--- src/rtl/div_bus_adapter.sv ---
// rtl/div_bus_adapter.sv - byte-serial host adapter for the 16-bit restoring divider (optional macro: DIVBUS_ZERO_SHORTCUT_EN)
module div_bus_adapter (
    input  logic        clk,
    input  logic        rst,
    input  logic [7:0]  data_in,
    input  logic        in_valid,
    output logic        in_ready,
    output logic [7:0]  data_out,
    output logic        out_valid,
    input  logic        out_ack,
    output logic        div_start,
    output logic [15:0] div_A,
    output logic [15:0] div_B,
    input  logic [15:0] div_Quotient,
    input  logic [15:0] div_Remainder,
    input  logic        div_ready,
    input  logic        div_error,
    output logic        busy
);

    typedef enum logic [2:0] {
        S_RX,
        S_START,
        S_GUARD,
        S_WAIT,
        S_TX
    } state_t;

    state_t      state_q, state_d;
    logic [1:0]  rx_cnt_q, rx_cnt_d;
    logic [2:0]  tx_cnt_q, tx_cnt_d;
    logic [15:0] a_q, a_d;
    logic [15:0] b_q, b_d;
    logic [15:0] quo_q, quo_d;
    logic [15:0] rem_q, rem_d;
    logic        err_q, err_d;
    logic [2:0]  tx_last;

    // Error responses are a single status byte; normal results are five bytes.
    assign tx_last = err_q ? 3'd0 : 3'd4;

    // State and datapath registers; reset discards any partial operation.
    always_ff @(posedge clk or posedge rst) begin
        if (rst) begin
            state_q  <= S_RX;
            rx_cnt_q <= 2'd0;
            tx_cnt_q <= 3'd0;
            a_q      <= 16'h0000;
            b_q      <= 16'h0000;
            quo_q    <= 16'h0000;
            rem_q    <= 16'h0000;
            err_q    <= 1'b0;
        end else begin
            state_q  <= state_d;
            rx_cnt_q <= rx_cnt_d;
            tx_cnt_q <= tx_cnt_d;
            a_q      <= a_d;
            b_q      <= b_d;
            quo_q    <= quo_d;
            rem_q    <= rem_d;
            err_q    <= err_d;
        end
    end

    // Next-state logic: assemble operands, run the divider handshake, stream the reply.
    always_comb begin
        state_d  = state_q;
        rx_cnt_d = rx_cnt_q;
        tx_cnt_d = tx_cnt_q;
        a_d      = a_q;
        b_d      = b_q;
        quo_d    = quo_q;
        rem_d    = rem_q;
        err_d    = err_q;
        case (state_q)
            S_RX: begin
                if (in_valid) begin
                    rx_cnt_d = rx_cnt_q + 2'd1;
                    case (rx_cnt_q)
                        2'd0:    a_d[7:0]  = data_in;
                        2'd1:    a_d[15:8] = data_in;
                        2'd2:    b_d[7:0]  = data_in;
                        default: b_d[15:8] = data_in;
                    endcase
                    if (rx_cnt_q == 2'd3) begin
                        tx_cnt_d = 3'd0;
`ifdef DIVBUS_ZERO_SHORTCUT_EN
                        if ({data_in, b_q[7:0]} == 16'h0000) begin
                            err_d   = 1'b1;
                            state_d = S_TX;
                        end else begin
                            state_d = S_START;
                        end
`else
                        state_d = S_START;
`endif
                    end
                end
            end
            S_START: state_d = S_GUARD;
            // The divider may still be showing ready from the previous operation here.
            S_GUARD: state_d = S_WAIT;
            S_WAIT: begin
                if (div_error) begin
                    err_d    = 1'b1;
                    tx_cnt_d = 3'd0;
                    state_d  = S_TX;
                end else if (div_ready) begin
                    err_d    = 1'b0;
                    quo_d    = div_Quotient;
                    rem_d    = div_Remainder;
                    tx_cnt_d = 3'd0;
                    state_d  = S_TX;
                end
            end
            S_TX: begin
                if (out_ack) begin
                    if (tx_cnt_q == tx_last) begin
                        tx_cnt_d = 3'd0;
                        state_d  = S_RX;
                    end else begin
                        tx_cnt_d = tx_cnt_q + 3'd1;
                    end
                end
            end
            default: state_d = S_RX;
        endcase
    end

    // Outputs decoded from state; the outbound byte follows tx_cnt so an ack advances it at the same edge.
    always_comb begin
        data_out = 8'h00;
        if (state_q == S_TX) begin
            case (tx_cnt_q)
                3'd0:    data_out = {7'd0, err_q};
                3'd1:    data_out = quo_q[7:0];
                3'd2:    data_out = quo_q[15:8];
                3'd3:    data_out = rem_q[7:0];
                default: data_out = rem_q[15:8];
            endcase
        end
    end

    assign in_ready  = (state_q == S_RX);
    assign busy      = (state_q != S_RX);
    assign out_valid = (state_q == S_TX);
    assign div_start = (state_q == S_START);
    assign div_A     = a_q;
    assign div_B     = b_q;

endmodule

--- config.mk ---
export PLATFORM = sky130hd
export DESIGN_NAME = div_bus_adapter
export DESIGN_NICKNAME = d
export VERILOG_FILES = /design/src/rtl/div_bus_adapter.sv
export SDC_FILE = /design/constraint.sdc
export NUM_CORES = 1
export LEC_CHECK = 0
export CORE_MARGIN = 5
export CORE_UTILIZATION = 48
export DETAILED_ROUTE_END_ITERATION = 10
export MAX_ROUTING_LAYER = met4
export PLACE_DENSITY = 0.81
export SLEW_MARGIN = 20
export SYNTH_ARGS = -nofsm -noshare
export SYNTH_HDL_FRONTEND = slang
export SYNTH_SLANG_ARGS = --single-unit
--- constraint.sdc ---
create_clock -name clk -period 2.37 [get_ports clk]
set_input_delay 0.3555 -clock clk [delete_from_list [all_inputs] [get_ports clk]]
set_output_delay 0.3555 -clock clk [all_outputs]
set_load 0.05 [all_outputs]
==> run summary, run 1 <==
Outcome: complete, no violations
Die width: 91.66 um
Synthesis-to-layout area growth: 43.08%
CTS Root Cell: sky130_fd_sc_hd__clkbuf_8
Critical Path Start: tx_cnt_q[0]
Max rail drop VDD: 1112 uV
Power density relative to cell area: 1371 mW/mm2
Register bit count reported by yosys: 73
Critical path startpoint category: flip-flop
GR Overflow Total: 0
Post-synthesis sequential area ratio: 0.5708
Final setup violation count: 0
Pre-Repair DR Iteration Count: 4
Arithmetic-cell share of the synthesized area counting full adders, half adders and majority gates: 0.03518
Compound-gate portion of the synthesized area: 0.07271
Number of warnings reported in the yosys synthesis log: 0
Unrepaired setup endpoints after global routing: yes
# clock sinks: 73
Share of layout cells above drive strength 1: 0.3343
Part of the cycle the worst path needs: 0.9805
Fin crit period: 2.324 ns
Slew HR: 0.6214
Area of combinational cells with multiple inputs: 0.001338 mm2
Cts hold-fix bufs: 0
Hold violation count in the final report: 0
Skew-Pair Late Insertion Delay: 0.34 ns
Drt first-iter violations: 110
Area of the core: 0.006422 mm2
Worst EP required: 2.01 ns
Number of instances in the synthesized netlist: 232
Total negative slack for setup checks: 0 ns
Max-slew violation count: 0
Multiplexer area fraction after synthesis: 0.2283
Count of different cell masters after synthesis: 30
Port Buffers: 89
First-pass GRT wire length: 11990 um
Cell count of the worst reg-to-reg path: 3
I/O pins: 90
Antenna violation net count after detailed routing: 0
Netlist area before placement: 0.003201 mm2
Arrival @ worst endpoint: 1.97 ns
Via Count: 2239
Chip Height: 91.66 um
Post-synthesis async set-or-reset flop share: 1.000
Maximum Capacitance Violations: 0
Worst-path maximum fanout: 8
Final worst setup slack: 0.04625 ns
Worst reg2reg path startpoint: state_q[2]
Initial antenna violation count: 0
DP Wirelength: 5300 um
Transition at the pin with the smallest max-transition slack: 0.5670 ns
Number of enable-type register cells in the synthesized netlist: 0
Number of global-route vias before repair: 2424
Cts bufs inserted: 9
Commonest cells after routing, fill and taps aside: 79 x sky130_fd_sc_hd__clkdlybuf4s50_1, 73 x sky130_fd_sc_hd__dfrtp_1, 61 x sky130_fd_sc_hd__mux2_2
Most instantiated flip-flop cell in the synthesis netlist: sky130_fd_sc_hd__dfrtp_1
CTS tree: yes
Dominant combinational cell family by area after synthesis: multiplexers
Maximum number of pins on one net before global-route repair: 33
Final GP Congestion: 0.7723
Effective utilization at floorplan: 0.4983
Number of placed instances, taps included: 396
Gr usage total: 0.1851
Number of nets produced by synthesis: 287
Setup slack at placement: 0.2519 ns
Hold crit path type: input pin to asynchronous set/reset pin
Worst clock skew: 0.009265 ns
Endpoint of the worst-slack reg-to-reg timing path: div_B[7]
Number of filler cells placed in the layout: 434
Finished Layout Cells: 412
Clk slew on worst S/H paths: 0.07 ns
Standard-cell rows: 29
Critical path type: flip-flop to output port
Antenna diode instance count: 0
H-tree depth reported by CTS: 3
Detailed-route wire length: 7304 um
Routed length per instance: 17.73 um
Most common library cell in the layout ignoring fill and taps: sky130_fd_sc_hd__clkdlybuf4s50_1
Internal reg-to-reg setup slack: 0.52 ns
CP Capture Point: data_out[1]
Synth Area in XOR/XNOR: 0.005473
Clock Tree Buf Depth: 2
Static leakage power: 0.001936 uW
Number of DRC violations after detailed routing: 0
Register area: 0.001827 mm2
Synthesized area per cell: 13.80 um2
Drt via density: 5.434
Power Total: 6279 uW
Area of the die: 0.008401 mm2
Fraction of the mapped netlist area in simple logic gates: 0.05473
# nets final: 385
Type of destination of the critical path: output port
Highest attainable clock frequency: 430.3 MHz
[sequential cells by signal (all words and copies together), names as in the netlist]
signal / cells
div_A: 16
div_B: 16
quo_q: 16
rem_q: 16
state_q: 3
tx_cnt_q: 3
rx_cnt_q: 2
err_q: 1
[per-layer routing]
metal / global-route usage / part of all wire
met5: - / 0
met4: 0.05653 / 0.0073
met2: 0.2648 / 0.45
met1: 0.2535 / 0.47
met3: 0.05728 / 0.071
[cell usage after synthesis, types with 3 or more instances]
master                     instances  area (um2)
sky130_fd_sc_hd__a211oi_1          7       52.55
sky130_fd_sc_hd__nor2_1           11       41.29
sky130_fd_sc_hd__a222oi_1          7       70.07
sky130_fd_sc_hd__nor3_1            3       15.01
sky130_fd_sc_hd__buf_6             3       33.78
sky130_fd_sc_hd__clkbuf_1          3       11.26
sky130_fd_sc_hd__inv_1            12       45.04
sky130_fd_sc_hd__mux2_2           61       686.9
sky130_fd_sc_hd__nand2_1           5       18.77
sky130_fd_sc_hd__dfrtp_1          73        1827
sky130_fd_sc_hd__ha_1              9       112.6
sky130_fd_sc_hd__mux2_1            3       33.78
sky130_fd_sc_hd__o21ai_0          10       50.05
sky130_fd_sc_hd__nand2_2           4       25.02
[critical path, cell delays in order, from the launching register on]
cell,delay [ns]
sky130_fd_sc_hd__dfrtp_1,0.42
sky130_fd_sc_hd__ha_2,0.22
sky130_fd_sc_hd__ha_4,0.19
sky130_fd_sc_hd__a222oi_1,0.51
sky130_fd_sc_hd__a211oi_4,0.13
sky130_fd_sc_hd__buf_12,0.18
[cell type report]
type	instances	area share
clock inverter	5	0.01339
sequential	73	0.3989
clock buffer	11	0.03306
tap	77	0.02104
inverter	12	0.009836
multi-input combinational	138	0.2921
timing repair buffer	96	0.2317
[cell families after synthesis]
logic type	count (synthesis)
DFF	73
xor gates and xnor gates	2
and+or+nand+nor	30
buffers and inverters	21
AOI/OAI and AO/OA	32
adders and majority gates	9
muxes	65
[worst min-delay path by stage]
stage               startpoint          to  slack [ns]  cells after the start
global route               rst    div_A[8]        0.43                      2
floorplan             quo_q[7]    quo_q[7]        0.46                      1
global placement      quo_q[7]    quo_q[7]        0.47                      1
CTS                        rst  state_q[2]        0.41                      2
finish                     rst    div_A[8]        0.40                      2
detailed placement    div_B[0]    div_B[0]        0.48                      1
[power breakdown]
part / switching, uW / internal [uW] / leakage (uW) / total, uW
combinational: 1770 / 1250 / 0.000930 / 3020
sequential: 395 / 1850 / 0.000896 / 2240
clock: 468 / 552 / 0.000110 / 1020
[per-stage QoR]
stage / area (um2) / utilization / hold WS, ns
floorplan: 3253 / - / 0.4577
global placement: 4347 / 0.6768 / 0.4730
detailed placement: 4347 / 0.6768 / 0.4837
CTS: 4572 / 0.7119 / 0.4080
global route: 4579 / 0.7130 / 0.4319
finish: 4579 / 0.7130 / 0.4009
[what timing repair did]
item,in CTS,in global routing
gates resized for setup,2,3
endpoints found under the setup margin,7,7
pin swaps,1,1
buffers inserted,0,0
Power figures use the tool's default switching activity.
==> run 2: changes to the inputs <==
- CTS_CLUSTER_DIAMETER: default -> 60
==> results of run 2 <==
The final DEF is identical to that of run 1; final timing and power are the same.
==> run 3: changes to the inputs <==
- PLACE_DENSITY: 0.81 -> 0.8
==> run summary, run 3 (synthesis results as in run 1) <==
Outcome: complete, no violations (unchanged)
Worst-path maximum fanout: 8 (unchanged)
Antenna diode instance count: 0 (unchanged)
Critical path startpoint category: flip-flop (unchanged)
Worst EP required: 2.01 ns (about the same)
CTS Root Cell: sky130_fd_sc_hd__clkbuf_8 (unchanged)
Number of filler cells placed in the layout: 439 (was 434)
I/O pins: 90 (unchanged)
Drt via density: 5.399 (was 5.434)
Worst stage delay on the critical path: 0.50 ns (was 0.51 ns)
Cts hold-fix bufs: 0 (unchanged)
H-tree depth reported by CTS: 3 (unchanged)
Final GP Congestion: 0.7573 (was 0.7723)
Hold violation count in the final report: 0 (unchanged)
Via Count: 2219 (was 2239)
Slew HR: 0.6384 (was 0.6214)
Power density relative to cell area: 1370 mW/mm2 (was 1371 mW/mm2)
GR Overflow Total: 0 (unchanged)
Cell-by-cell listing of the critical path: ha_2, ha_4, a222oi_1, a211oi_4, buf_12 (unchanged)
Hold WS: 0.3955 ns (was 0.4009 ns)
Met1 Use GR: 0.2607 (was 0.2535)
Maximum number of pins on one net before global-route repair: 74 (was 33)
Max rail drop VDD: 1087 uV (was 1112 uV)
Gr busiest metal: met2 (unchanged)
Number of buffer and inverter stages on the critical path: 1 (unchanged)
Area of the core: 0.006422 mm2 (unchanged)
CTS tree: yes (unchanged)
Commonest cells after routing, fill and taps aside: 79 x sky130_fd_sc_hd__clkdlybuf4s50_1, 73 x sky130_fd_sc_hd__dfrtp_1, 61 x sky130_fd_sc_hd__mux2_2 (unchanged)
Die width: 91.66 um (unchanged)
Area of the die: 0.008401 mm2 (unchanged)
Most common library cell in the layout ignoring fill and taps: sky130_fd_sc_hd__clkdlybuf4s50_1 (unchanged)
Share of layout cells above drive strength 1: 0.3263 (was 0.3343)
Pre-Repair DR Iteration Count: 4 (unchanged)
Hold crit path type: input pin to asynchronous set/reset pin (unchanged)
Drt first-iter violations: 82 (was 110)
Max-slew violation count: 0 (unchanged)
Fin crit period: 2.319 ns (was 2.324 ns)
Effective utilization at floorplan: 0.4983 (unchanged)
Antenna violation net count after detailed routing: 0 (unchanged)
Skew-Pair Late Insertion Delay: 0.34 ns (about the same)
Port Buffers: 89 (unchanged)
Total negative slack for setup checks: 0 ns (unchanged)
GR Util met2: 0.2769 (was 0.2648)
Cell count of the worst reg-to-reg path: 4 (was 3)
Type of destination of the critical path: output port (unchanged)
Worst clock skew: 0.01464 ns (was 0.009265 ns)
Clk slew on worst S/H paths: 0.09 ns (was 0.07 ns)
Synthesis-to-layout area growth: 42.26% (was 43.08%)
Met3 track utilization from global routing: 0.06219 (was 0.05728)
Final setup violation count: 0 (unchanged)
Static leakage power: 0.001919 uW (was 0.001936 uW)
Cts bufs inserted: 9 (unchanged)
Standard-cell rows: 29 (unchanged)
Unrepaired setup endpoints after global routing: yes (unchanged)
Highest attainable clock frequency: 431.2 MHz (was 430.3 MHz)
Critical path type: flip-flop to output port (unchanged)
# clock sinks: 73 (unchanged)
Detailed-route wire length: 7443 um (was 7304 um)
Chip Height: 91.66 um (unchanged)
Dominant delay contributor by cell family on the critical path: compound AO/OA/AOI/OAI gates (unchanged)
Number of placed instances, taps included: 394 (was 396)
DP Wirelength: 5227 um (was 5300 um)
First-pass GRT wire length: 12450 um (was 11990 um)
Transition at the pin with the smallest max-transition slack: 0.5407 ns (was 0.5670 ns)
Gr usage total: 0.1939 (was 0.1851)
Max stage delay cell, worst path: sky130_fd_sc_hd__a222oi_1 (unchanged)
Part of the cycle the worst path needs: 0.9784 (was 0.9805)
Number of DRC violations after detailed routing: 0 (unchanged)
Clock Tree Buf Depth: 2 (unchanged)
Arrival @ worst endpoint: 1.96 ns (was 1.97 ns)
Levels on crit path: 5 (unchanged)
Initial antenna violation count: 0 (unchanged)
Number of global-route vias before repair: 2420 (was 2424)
Finished Layout Cells: 411 (was 412)
Routed length per instance: 18.11 um (was 17.73 um)
Maximum Capacitance Violations: 0 (unchanged)
# nets final: 384 (was 385)
-- run 3: cell count changes in the layout (fill, tap and decap cells not counted), sizes merged --
cell      change
clkinv        +2
inv           -2
buf           -1
clkbuf        -1
clkinvlp      +1
-- run 3: worst paths after layout --
path | start | to | slack, ns
max | tx_cnt_q[1] | data_out[1] | 0.05
min reg2reg | div_B[7] | div_B[7] | 0.50
min | rst | div_B[10] | 0.40
max in group asynchronous | rst | state_q[1] | 1.65
min in group clk | div_B[7] | div_B[7] | 0.50
max reg2reg | state_q[2] | quo_q[1] | 0.52
-- run 3: what timing repair did --
item	4_1_cts	5_1_grt
setup endpoints to repair	7	4
pin swaps	1	2
gates resized for setup	1	3
setup buffers	1	0
-- run 3: final cells by class --
type / count / area (um2) / share of cell area
flip-flops and latches: 73 / 1827 / 0.4012
well taps: 77 / 96.34 / 0.02116
repair buffers: 95 / 1054 / 0.2314
clock buffers: 10 / 127.6 / 0.02803
inverters: 12 / 45.04 / 0.009893
clock inverters: 6 / 68.82 / 0.01511
multi-input cells: 138 / 1335 / 0.2932
-- run 3: where the power goes --
part | internal, uW | leakage [uW] | switching, uW | total, uW
sequential | 1850 | 0.000896 | 391 | 2240
clock | 490 | 0.0000964 | 470 | 960
combinational | 1250 | 0.000927 | 1780 | 3040
total | 3590 | 0.00192 | 2640 | 6240
-- run 3: stage by stage --
step,utilization,area [um2],setup WS (ns),total power (uW)
finish,0.7089,4553,0.05108,6236
global route,0.7089,4553,-0.04426,6580
CTS,0.7066,4538,0.004480,6292
detailed placement,0.6745,4332,0.2516,5291
global placement,0.6745,4332,0.3024,5206
floorplan,-,3253,-0.06843,4253
-- run 3: per-layer routing --
metal	vias up	routed length [um]
met5	-	0
met4	0	63
met3	7	563
met2	84	3425
met1	1094	3390
li1	1034	-
-- run 3: tightest hold or removal path: cells and delay by family --
kind,cells,cell delay [ns]
buffers and inverters,3,0.79
==> variant 1, RTL diff (flow settings as in run 2) <==
Take the reset off `b_q` and load it in a clocked block of its own.
--- a/src/rtl/div_bus_adapter.sv
+++ b/src/rtl/div_bus_adapter.sv
@@ -48,3 +48,2 @@
             a_q      <= 16'h0000;
-            b_q      <= 16'h0000;
             quo_q    <= 16'h0000;
@@ -57,3 +56,2 @@
             a_q      <= a_d;
-            b_q      <= b_d;
             quo_q    <= quo_d;
@@ -62,2 +60,6 @@
         end
+    end
+
+    always_ff @(posedge clk) begin
+        b_q <= b_d;
     end
Formal check against the unedited RTL: differs if rst is asserted again (counterexample within 4 cycles, from zero or initial values and one cycle with rst high); with rst held inactive, the same outputs for 10 cycles.
==> variant 1 against run 2 <==
Critical endpoint is now data_out[3]. Power shrank 14%. Wire length increased by 3.3%. Sequential cell count unchanged. Largest power group unchanged. Sequential share of layout area increased by 1.9 points. Synthesized area shrank 1.6%. Setup slack worse by 11 ps. Clock skew shrank 5.2 ps. Highest routed layer unchanged. Critical path type unchanged. Design area shrank 0.30%. Fmax fell by 0.48%.
==> variant 1: results (changes against run 2) <==
setup_path:
  cp_max_fo: 6  # -2
  r2r-start: "state_q[1]$_DFFE_PP0P_"
  slowest_stage: "dfrtp_2"
  r2r_cells: 5  # +2
  reg2reg_slack_ps: 660  # +140 ps
  reg2reg_to: "tx_cnt_q[2]$_DFFE_PP0P_"
  slowest_delay_ps: 470  # -40 ps
  crit_end: "data_out[3]"
place:
  globalplace.congestion: 0.848  # +9.8%
  post-place-ws_ps: 216  # -36.2 ps
  dp_hpwl_um: 5170  # -2.5%
  placed_cell_area_mm2: 0.00428  # -1.6%
  io_buffers: 89  # unchanged
  dp_cells: 388  # -2.0%
finish:
  fill_cells: 448  # +3.2%
  drive_above_1_share_pct: 32.9  # -0.50 points
  layoutNonFillerInstCount: 408  # -0.97%
  final_area_mm2: 0.00457  # -0.30%
  fin_nets: 381  # -1.0%
clock_tree:
  clk_latency_ps: 340  # about the same
synthesis:
  synth_compound_area_share_pct: 7.74  # +0.47 points
  syn-num-nets: 278  # -3.1%
  synth_seq_area_share_pct: 60.5  # +3.4 points
  avgSynthCellArea_um2: 14.1  # +2.4%
  synth_edf_count: 16  # +16
  synthArstFlopShare_pct: 78.1  # -22 points
  synth_mux_area_share_pct: 17.5  # -5.3 points
  ys_top_cells_by_count: "dfrtp_1, mux2_2, edfxtp_1"
  synth_xor_xnor_area_share_pct: 0.556  # +0.0087 points
  synth-adder-area-share_pct: 3.57  # +0.056 points
  ys_top_cells_by_area: "dfrtp_1, mux2_2, edfxtp_1"
  ys_types: 30  # unchanged
detailed_routing:
  wire_per_inst_um: 18.5  # +4.3%
  vias: 2188  # -2.3%
  first_pass_iters: 5  # +1
  drtIter0Drc: 104  # -5.5%
power_and_ir_drop:
  pg_clk_w: 0.000845  # -17%
  comb_cell_power_w: 0.00240  # -21%
  p_leak_nw: 1.84  # -5.1%
  switching_power_w: 0.00216  # -18%
  powerDensity_mw_per_mm2: 1180  # -14%
grt:
  grtUsageMet2_pct: 30.9  # +4.4 points
  grt_use_met3_pct: 3.88  # -1.8 points
  grt_start_max_net_pins: 55  # +67%
  use_met1_pct: 23.2  # -2.2 points
  track_usage_pct: 19.0  # +0.49 points
  grt_pass1_wl_um: 11900  # -0.46%
  first_global_vias: 2356  # -2.8%
timing:
  holdWs_ps: 219  # -182 ps
  finalWorstSetupSlack_ps: 34.9  # -11.3 ps
  tightest_slew_ps: 532  # -35.2 ps
  finClkSkew_ps: 4.02  # -5.25 ps
min_path:
  hold_path_class: "input pin to async pin"
outcome:
  status: "completed"
[variant 1: cell count changes in the layout (fill, tap and decap cells not counted), sizes merged, moves of 4 or more]
cell / before / now
o21ai: 10 / 14
buf: 16 / 20
a21oi: 1 / 7
edfxtp: 0 / 16
mux2: 64 / 49
a211oi: 7 / 0
dfrtp: 73 / 57
nor2: 11 / 6
nor2b: 1 / 10
[variant 1: per-layer routing]
layer | vias to the layer above | share of wire, %
met5 | - | 0
met4 | 0 | 1.5
met3 | 8 | 3.5
met2 | 60 | 53
met1 | 1098 | 43
li1 | 1022 | -
[variant 1: layout make-up]
cell class              count  share of cell area (%)
clock buffers               9                    2.71
flip-flops and latches     73                    41.8
multi-input cells         131                    27.5
clock inverters             7                    1.01
well taps                  77                    2.11
inverters                  12                   0.987
repair buffers             99                    23.8
[variant 1: repair_timing]
item	CTS	global route
setup endpoints to repair	8	9
buffers inserted	2	2
endpoints found under the hold margin	0	0
resized for setup	10	20
pin swaps	5	13
==> variant 2, RTL diff (flow settings as in run 2) <==
Without the edit above. The option `DIVBUS_ZERO_SHORTCUT_EN` is turned on by a define.
--- a/src/rtl/div_bus_adapter.sv
+++ b/src/rtl/div_bus_adapter.sv
@@ -1,2 +1,4 @@
 // rtl/div_bus_adapter.sv - byte-serial host adapter for the 16-bit restoring divider (optional macro: DIVBUS_ZERO_SHORTCUT_EN)
+`define DIVBUS_ZERO_SHORTCUT_EN
+
 module div_bus_adapter (
Behaviour: not the same (a bounded check fails within 10 cycles, from zero or initial values and one cycle with rst high).
==> variant 2 against run 2 <==
Power increased by 1.0%. Wire length increased by 3.8%. Setup slack got worse by 9.8 ps. Synthesized area increased by 2.5%. Sequential share of layout area increased by 0.32 points. First-iteration DRC count decreased by 19%. Via count increased by 3.0%. Sequential cell count unchanged. Synthesized cell count increased by 7.3%. Design area decreased by 0.79%. Hold slack improved by 5.4 ps. Largest power group unchanged.
==> variant 2: results (changes against run 2) <==
place:
  globalplace.congestion: 0.843  # +9.1%
  io_buffers: 89  # unchanged
  dp_cells: 410  # +3.5%
  dp_hpwl_um: 5390  # +1.7%
  post-place-ws_ps: 261  # +9.57 ps
setup_path:
  slowest_delay_ps: 430  # -80 ps
  slowest_stage: "dfrtp_1"
  cp_max_fo: 8  # unchanged
  r2r-start: "state_q[1]$_DFFE_PP0P_"
  reg2reg_to: "div_B[8]$_DFFE_PP0P_"
finish:
  layoutNonFillerInstCount: 427  # +3.6%
  fin_nets: 397  # +3.1%
  drive_above_1_share_pct: 31.1  # -2.3 points
grt:
  first_global_vias: 2472  # +2.0%
  grt_start_max_net_pins: 74  # +120%
  track_usage_pct: 19.1  # +0.54 points
  grt_pass1_wl_um: 12400  # +3.0%
  grt_remaining_overflow: 0  # unchanged
synthesis:
  ys_top_cells_by_count: "dfrtp_1, mux2_2, nor2_1"
  synthArstFlopShare_pct: 100  # unchanged
  ys.flop_type: "dfrtp_1"
  ys_types: 35  # +17%
  ys_top_cells_by_area: "dfrtp_1, mux2_2, ha_1"
  syn_inst: 249  # +7.3%
  syn-num-nets: 304  # +5.9%
  synth_seq_area_share_pct: 55.7  # -1.4 points
min_path:
  hold_path_class: "input pin to async pin"
detailed_routing:
  drt-total-wl_um: 7580  # +3.8%
  drt-vias-per-instance: 5.40  # -0.58%
  drtIter0Drc: 89  # -19%
timing:
  tightest_slew_ps: 543  # -23.6 ps
  finClkSkew_ps: 6.33  # -2.93 ps
  holdWs_ps: 406  # +5.36 ps
  post-route-period-util_pct: 98.5  # +0.41 points
power_and_ir_drop:
  p_leak_nw: 1.96  # +1.4%
  p_int_w: 0.00368  # +0.91%
  ir_drop_mv: 1.02  # -8.7%
outcome:
  status: "completed"
clock_tree:
  clk_latency_ps: 340  # about the same
  htree_num_levels: 3  # unchanged
variant 2: cell types whose count changed after synthesis, moves of 4 or more:
cell | run 2 | this run
a211oi_1 | 7 | 0
a21oi_1 | 1 | 10
mux2_2 | 61 | 65
nor2_1 | 11 | 19
nor4_1 | 0 | 5
variant 2: area by class of cell:
class | count | area (um2)
inverter | 10 | 37.5
clock inverter | 7 | 95.1
fill | 486 | 2180
multi-input combinational | 155 | 1390
clock buffer | 9 | 124
tap | 80 | 100
timing repair buffer | 93 | 973
sequential | 73 | 1830
variant 2: logic make-up (layout without fill, tap and decap cells):
group	Yosys count	after routing	share of synthesized area, %
AO/OA/AOI/OAI	31	31	6.45
adder cells (fa/ha/maj)	9	9	3.43
AND/OR/NAND/NOR	47	47	8.47
buffers and inverters	21	119	2.82
XOR/XNOR	2	2	0.534
multiplexers	66	66	22.6
flip-flops	73	73	55.7
variant 2: timing repair:
item,in CTS,in global routing
gates resized for setup,5,9
buffers inserted,0,1
pin swaps,1,7
setup endpoints to repair,8,9
hold buffers,0,0
variant 2: power groups by stage:
stage | clock network (W) | registers [W] | logic (W)
finish | 0.00106 | 0.00224 | 0.00304
global route | 0.00115 | 0.00232 | 0.00323
CTS | 0.00109 | 0.00224 | 0.00307
detailed placement | 0 | 0.00226 | 0.00306
global placement | 0 | 0.00222 | 0.00302
floorplan | 0 | 0.00308 | 0.00121
variant 2: worst max path at each step:
stage                                       end                     from
final                               data_out[4]  tx_cnt_q[0]$_DFFE_PP0P_
after CTS                           data_out[4]  tx_cnt_q[0]$_DFFE_PP0P_
after global placement    div_B[15]$_DFFE_PP0P_                 in_valid
after global routing                data_out[6]  tx_cnt_q[0]$_DFFE_PP0P_
after floorplan                     data_out[5]  tx_cnt_q[2]$_DFFE_PP0P_
after detailed placement            data_out[4]  tx_cnt_q[0]$_DFFE_PP0P_
variant 2: tightest hold or removal path, cell delays in order:
cell	delay, ps
clkdlybuf4s50_1	410
inv_2	70
buf_12	320
variant 2: metrics by stage:
step | utilization [%] | TNS [ps] | area [um2]
CTS | 67.1 | 0 | 4510
finish | 67.6 | 0 | 4540
global route | 67.6 | -384 | 4540
detailed placement | 63.5 | 0 | 4270
global placement | 63.5 | 0 | 4270
floorplan | - | 0 | 3290
variant 2: per-layer routing:
layer  wire, um  share of wire, %  global-route usage (%)  vias to the layer above
li1           -                 -                       -                     1084
met1       3270                43                    23.5                     1120
met2       3560                47                    29.2                       92
met3        678               8.9                    6.90                       11
met4         75              0.99                    6.47                        0
met5          0                 0                       -                        -
